### src/rtl/selector_rr_arbiter.sv
`default_nettype none
`timescale 1ns/1ps
// +--------------------------------------------------------------------------+
// | Module      : selector_rr_arbiter                                        |
// | Description : Round-robin arbiter sharing a 4-way 4-bit data selector    |
// |               between four requesters. Registered one-hot grant drives   |
// |               the selector code; each tenure is bounded to QUANTUM       |
// |               cycles. Optional macro ARB_LOCK_EN adds an i_lock input    |
// |               that suppresses quantum expiry for atomic transfers.       |
// | Revision    : 1.0 - initial release                                      |
// +--------------------------------------------------------------------------+

module selector_rr_arbiter_mux4 (
  input  logic [1:0] i_sel,
  input  logic [3:0] i_c0,
  input  logic [3:0] i_c1,
  input  logic [3:0] i_c2,
  input  logic [3:0] i_c3,
  output logic [3:0] o_y
);

  // Plain 4:1 data selector indexed by the owner code.
  always_comb begin
    o_y = i_c0;
    case (i_sel)
      2'd0:    o_y = i_c0;
      2'd1:    o_y = i_c1;
      2'd2:    o_y = i_c2;
      default: o_y = i_c3;
    endcase
  end

endmodule

module selector_rr_arbiter #(
  parameter int QUANTUM = 4,
  parameter int CNT_W   = 3
) (
  input  logic       clk,
  input  logic       n_reset,
`ifdef ARB_LOCK_EN
  input  logic       i_lock,
`endif
  input  logic [3:0] i_req,
  input  logic [3:0] i_c0,
  input  logic [3:0] i_c1,
  input  logic [3:0] i_c2,
  input  logic [3:0] i_c3,
  output logic [3:0] o_gnt,
  output logic [1:0] o_sel,
  output logic [3:0] o_y,
  output logic       o_y_valid,
  output logic       o_busy
);

  typedef enum logic [0:0] {
    S_IDLE  = 1'b0,
    S_GRANT = 1'b1
  } state_e;

  localparam logic [CNT_W-1:0] c_CNT_MAX = CNT_W'(QUANTUM - 1);
  localparam logic [CNT_W-1:0] c_CNT_ONE = CNT_W'(1);

  state_e           r_state;
  state_e           w_state_nxt;
  logic [3:0]       r_gnt;
  logic [3:0]       w_gnt_nxt;
  logic [1:0]       r_sel;
  logic [1:0]       w_sel_nxt;
  logic [1:0]       r_last;
  logic [1:0]       w_last_nxt;
  logic [CNT_W-1:0] r_cnt;
  logic [CNT_W-1:0] w_cnt_nxt;
  logic             r_busy;
  logic             w_busy_nxt;

  logic             w_found;
  logic [1:0]       w_win;
  logic [1:0]       w_idx;
  logic             w_lock;
  logic             w_expire;
  logic             w_keep;

`ifdef ARB_LOCK_EN
  assign w_lock = i_lock;
`else
  assign w_lock = 1'b0;
`endif

  // In GRANT r_last equals the owner, so searching from r_last+1 also gives
  // the owner lowest priority at tenure end.
  assign w_expire = (r_cnt >= c_CNT_MAX);
  assign w_keep   = i_req[r_sel] && (!w_expire || w_lock);

  // Round-robin search: last+1, last+2, last+3, last; nearest set request wins.
  always_comb begin
    w_found = 1'b0;
    w_win   = r_last;
    w_idx   = r_last;
    for (int k = 4; k >= 1; k--) begin
      w_idx = r_last + 2'(k);
      if (i_req[w_idx]) begin
        w_found = 1'b1;
        w_win   = w_idx;
      end
    end
  end

  // Next-state and next-output logic; everything holds unless changed below.
  always_comb begin
    w_state_nxt = r_state;
    w_gnt_nxt   = r_gnt;
    w_sel_nxt   = r_sel;
    w_last_nxt  = r_last;
    w_cnt_nxt   = r_cnt;
    w_busy_nxt  = r_busy;
    case (r_state)
      S_IDLE: begin
        if (w_found) begin
          w_state_nxt = S_GRANT;
          w_gnt_nxt   = 4'b0001 << w_win;
          w_sel_nxt   = w_win;
          w_last_nxt  = w_win;
          w_cnt_nxt   = '0;
          w_busy_nxt  = 1'b1;
        end
      end
      S_GRANT: begin
        if (w_keep) begin
          // Saturates at the maximum while a lock holds the tenure open.
          if (!w_expire) begin
            w_cnt_nxt = r_cnt + c_CNT_ONE;
          end
        end else if (w_found) begin
          // Hand over on the same edge; may re-grant the owner if it is alone.
          w_gnt_nxt  = 4'b0001 << w_win;
          w_sel_nxt  = w_win;
          w_last_nxt = w_win;
          w_cnt_nxt  = '0;
        end else begin
          // Nobody left: drop the grant, keep sel at the previous owner.
          w_state_nxt = S_IDLE;
          w_gnt_nxt   = 4'b0000;
          w_cnt_nxt   = '0;
          w_busy_nxt  = 1'b0;
        end
      end
      default: begin
        w_state_nxt = S_IDLE;
        w_gnt_nxt   = 4'b0000;
        w_cnt_nxt   = '0;
        w_busy_nxt  = 1'b0;
      end
    endcase
  end

  // State and output registers; last=3 on reset so source 0 is served first.
  always_ff @(posedge clk or negedge n_reset) begin
    if (!n_reset) begin
      r_state <= S_IDLE;
      r_gnt   <= 4'b0000;
      r_sel   <= 2'd0;
      r_last  <= 2'd3;
      r_cnt   <= '0;
      r_busy  <= 1'b0;
    end else begin
      r_state <= w_state_nxt;
      r_gnt   <= w_gnt_nxt;
      r_sel   <= w_sel_nxt;
      r_last  <= w_last_nxt;
      r_cnt   <= w_cnt_nxt;
      r_busy  <= w_busy_nxt;
    end
  end

  selector_rr_arbiter_mux4 u_mux (
    .i_sel (r_sel),
    .i_c0  (i_c0),
    .i_c1  (i_c1),
    .i_c2  (i_c2),
    .i_c3  (i_c3),
    .o_y   (o_y)
  );

  assign o_gnt     = r_gnt;
  assign o_sel     = r_sel;
  assign o_busy    = r_busy;
  assign o_y_valid = |r_gnt;

endmodule

`default_nettype wire

### config.mk
export PLATFORM = sky130hd
export DESIGN_NAME = selector_rr_arbiter
export DESIGN_NICKNAME = d
export VERILOG_FILES = /design/src/rtl/selector_rr_arbiter.sv
export SDC_FILE = /design/constraint.sdc
export NUM_CORES = 1
export LEC_CHECK = 0
export CORE_MARGIN = 4
export CORE_UTILIZATION = 37
export DETAILED_ROUTE_END_ITERATION = 8
export PLACE_DENSITY = 0.77
export SLEW_MARGIN = 20
export SYNTH_ARGS = -nofsm -noshare
export SYNTH_HDL_FRONTEND = slang
export SYNTH_SLANG_ARGS = --single-unit
### constraint.sdc
create_clock -name clk -period 1.8 [get_ports clk]
set_clock_uncertainty 0.1 [all_clocks]
set_input_delay 0.27 -clock clk [delete_from_list [all_inputs] [get_ports clk]]
set_output_delay 0.27 -clock clk [all_outputs]
set_load 0.01 [all_outputs]
==> impl_metrics.json <==
{
  "crit_fanout": 2,
  "syn_to_final_growth_pct": 75.1,
  "worst_slack_ps": -103,
  "grt_max_degree": 14,
  "setup_viol": 9,
  "clk_pin_slew_ps": 80,
  "drc_errors": 0,
  "drv_slew": 0,
  "path_common_cell": "buf_4",
  "final_hold_viol_count": 0,
  "crit_chain": "buf_4, buf_4, mux4_2, buf_6",
  "min_path_type": "input pin to asynchronous set/reset pin",
  "synth-seq-area-share": 0.405,
  "p_leak_nw": 0.637,
  "synth_area_um2": 810,
  "routedLengthMet1_um": 889,
  "start_util": 0.400,
  "cts_made_buffers": 3,
  "arrival_ps": 1530,
  "ant_nets": 0,
  "timing.hold.ws_ps": 253,
  "highest_layer": "met4",
  "slowest_delay_ps": 430,
  "avgSynthCellArea_um2": 11.6,
  "gp_congestion": 0.783,
  "overflow": 0,
  "slew_headroom": 0.611,
  "cts_hold_buf": 0,
  "critical-path-slowest-cell": "mux4_2",
  "drt_iter0_markers": 14,
  "vias_per_cell": 5.05,
  "peakVddDrop_mv": 0.817,
  "end_kind": "primary output",
  "htreeDepth": 1,
  "worst_slew_pin_slew_ps": 582,
  "synth_warnings": 0,
  "insertion_delay_ps": 280,
  "dr.pass1.iters": 4,
  "grt_pass1_wl_mm": 3.44,
  "fin_nets": 158,
  "max_clock_freq_mhz": 525,
  "dp_worst_setup_slack_ps": -375,
  "vias": 803,
  "port_buffers": 33,
  "violations": "setup timing",
  "synthArstFlopShare": 1.00,
  "syn-num-nets": 95,
  "final_area_um2": 1420,
  "fin_crit_ps": 1900,
  "grt_pass1_vias": 825,
  "dieArea_um2": 3000,
  "cts_buffer_depth": 2,
  "wirelength_mm": 2.26,
  "crit_required_ps": 1430,
  "wl_met3_um": 336,
  "rows": 16,
  "die_x_um": 54.8,
  "cts_sinks": 13,
  "pwr_density_cell_nw_per_um2": 1440,
  "synth_edf_count": 0,
  "cts_tree": "yes",
  "diodes": 0,
  "dp_hpwl_mm": 1.76,
  "multi_input_area_um2": 483,
  "seqCellArea_um2": 330,
  "wl_per_cell_um": 14.2,
  "io_pins": 34,
  "ff2ff_setup_slack_ps": -100,
  "cp-startpoint": "o_sel[0]$_DFFE_PN0P_",
  "cts-root-buf": "clkbuf_4",
  "core_um2": 2020,
  "maxCapViolCount": 0,
  "synth-seq-cells": 13,
  "yosysUniqueCellTypes": 28,
  "wl_met2_mm": 1.00,
  "r2r-start": "o_sel[0]$_DFFE_PN0P_",
  "crit_family": "multiplexers",
  "synth_cells": 70,
  "rsz0062_at_grt": "yes",
  "utilization": 0.701,
  "grt_usage": 0.163,
  "synth_flop_cell": "dfrtp_1",
  "antenna_found_initial": 0,
  "die_y_um": 54.8,
  "critPathKind": "flip-flop to primary output",
  "n_fill_cell": 147,
  "period_share": 1.06,
  "power.total_mw": 2.05,
  "drive_above_1_share": 0.386,
  "outcome": "finished with violations",
  "postPlaceCellArea_um2": 1310,
  "cp-start-kind": "flip-flop",
  "cp_num_buf_inv": 3
}
-- synth_stat cells (2+ instances only) --
| cell type | instances | area (um2) |
|---|---|---|
| a22o_1 | 2 | 17.5 |
| a32o_1 | 2 | 20.0 |
| dfrtp_1 | 11 | 275 |
| dfstp_2 | 2 | 52.6 |
| ha_1 | 3 | 37.5 |
| inv_1 | 3 | 11.3 |
| mux4_1 | 4 | 105 |
| nand2_1 | 8 | 30.0 |
| nor2_1 | 7 | 26.3 |
| o21a_1 | 2 | 15.0 |
| o21ai_0 | 8 | 40.0 |
| or2b_1 | 2 | 15.0 |
-- report_power, final --
| group | switching (mW) | leakage, nW | internal [mW] |
|---|---|---|---|
| sequential | 0.0904 | 0.157 | 0.422 |
| clock | 0.100 | 0.0150 | 0.0862 |
| combinational | 0.534 | 0.465 | 0.814 |
| total | 0.725 | 0.637 | 1.32 |
-- sequential cells by signal, summed over array words and instances, names as in the netlist --
name and cells:
o_sel 2, o_busy 1, r_last 2, o_gnt 4
r_cnt 3, r_state 1
-- final timing paths --
path,end,cells after the start
max,o_y[1],4
min,o_gnt[2]$_DFFE_PN0P_,1
max reg2reg,o_gnt[0]$_DFFE_PN0P_,6
min reg2reg,r_last[1]$_DFFE_PN1P_,2
max in group asynchronous,o_sel[0]$_DFFE_PN0P_,1
min in group clk,r_last[1]$_DFFE_PN1P_,2
-- layout by cell type (no fill, tap or decap), types with 2 or more instances in the layout --
| cell type | netlist | final |
|---|---|---|
| clkdlybuf4s50_1 | 0 | 27 |
| buf_4 | 0 | 23 |
| dfrtp_1 | 11 | 9 |
| nand2_1 | 8 | 8 |
| nor2_1 | 7 | 7 |
| o21ai_0 | 8 | 6 |
| buf_6 | 1 | 6 |
| mux4_2 | 1 | 4 |
| inv_1 | 3 | 3 |
| clkbuf_4 | 0 | 3 |
| or2b_1 | 2 | 2 |
| o21a_1 | 2 | 2 |
| a22o_1 | 2 | 2 |
| a32o_1 | 2 | 2 |
| dfrtp_2 | 0 | 2 |
| buf_2 | 0 | 2 |
| dfstp_2 | 2 | 2 |
-- worst reg2reg max path, delay by kind of cell, from the launching register on --
| kind | cells | cell delay (ps) |
|---|---|---|
| buf+inv | 2 | 230 |
| compound gates | 3 | 770 |
| flops | 1 | 410 |
| mux | 1 | 340 |
-- cell families after synthesis --
| kind of cell | synth area share |
|---|---|
| and+or+nand+nor | 0.145 |
| AOI/OAI and AO/OA | 0.204 |
| DFF | 0.405 |
| muxes | 0.172 |
| buffers and inverters | 0.0278 |
| adders and majority gates | 0.0464 |
-- per-layer routing --
layer / vias up / track usage
met5: - / 0
met4: 0 / 0.0747
met3: 3 / 0.0463
met2: 39 / 0.280
met1: 371 / 0.184
li1: 390 / -
-- area by class of cell --
class,count,area share
timing repair buffer,59,0.376
multi-input combinational,53,0.341
sequential,13,0.233
tap,27,0.0238
clock buffer,4,0.0185
inverter,3,0.00794
-- repair_timing --
item,CTS,global route
endpoints found under the setup margin,13,13
buffers inserted,5,2
pin swaps,2,0
resized for setup,31,8
-- metrics by stage --
stage | cells | TNS [ps]
6_report | 159 | -622
5_1_grt | 159 | -1230
4_1_cts | 157 | -365
3_5_place_dp | 148 | -3620
3_3_place_gp | 148 | -3140
2_1_floorplan | 70 | -118
(Power assumes the default switching activity.)
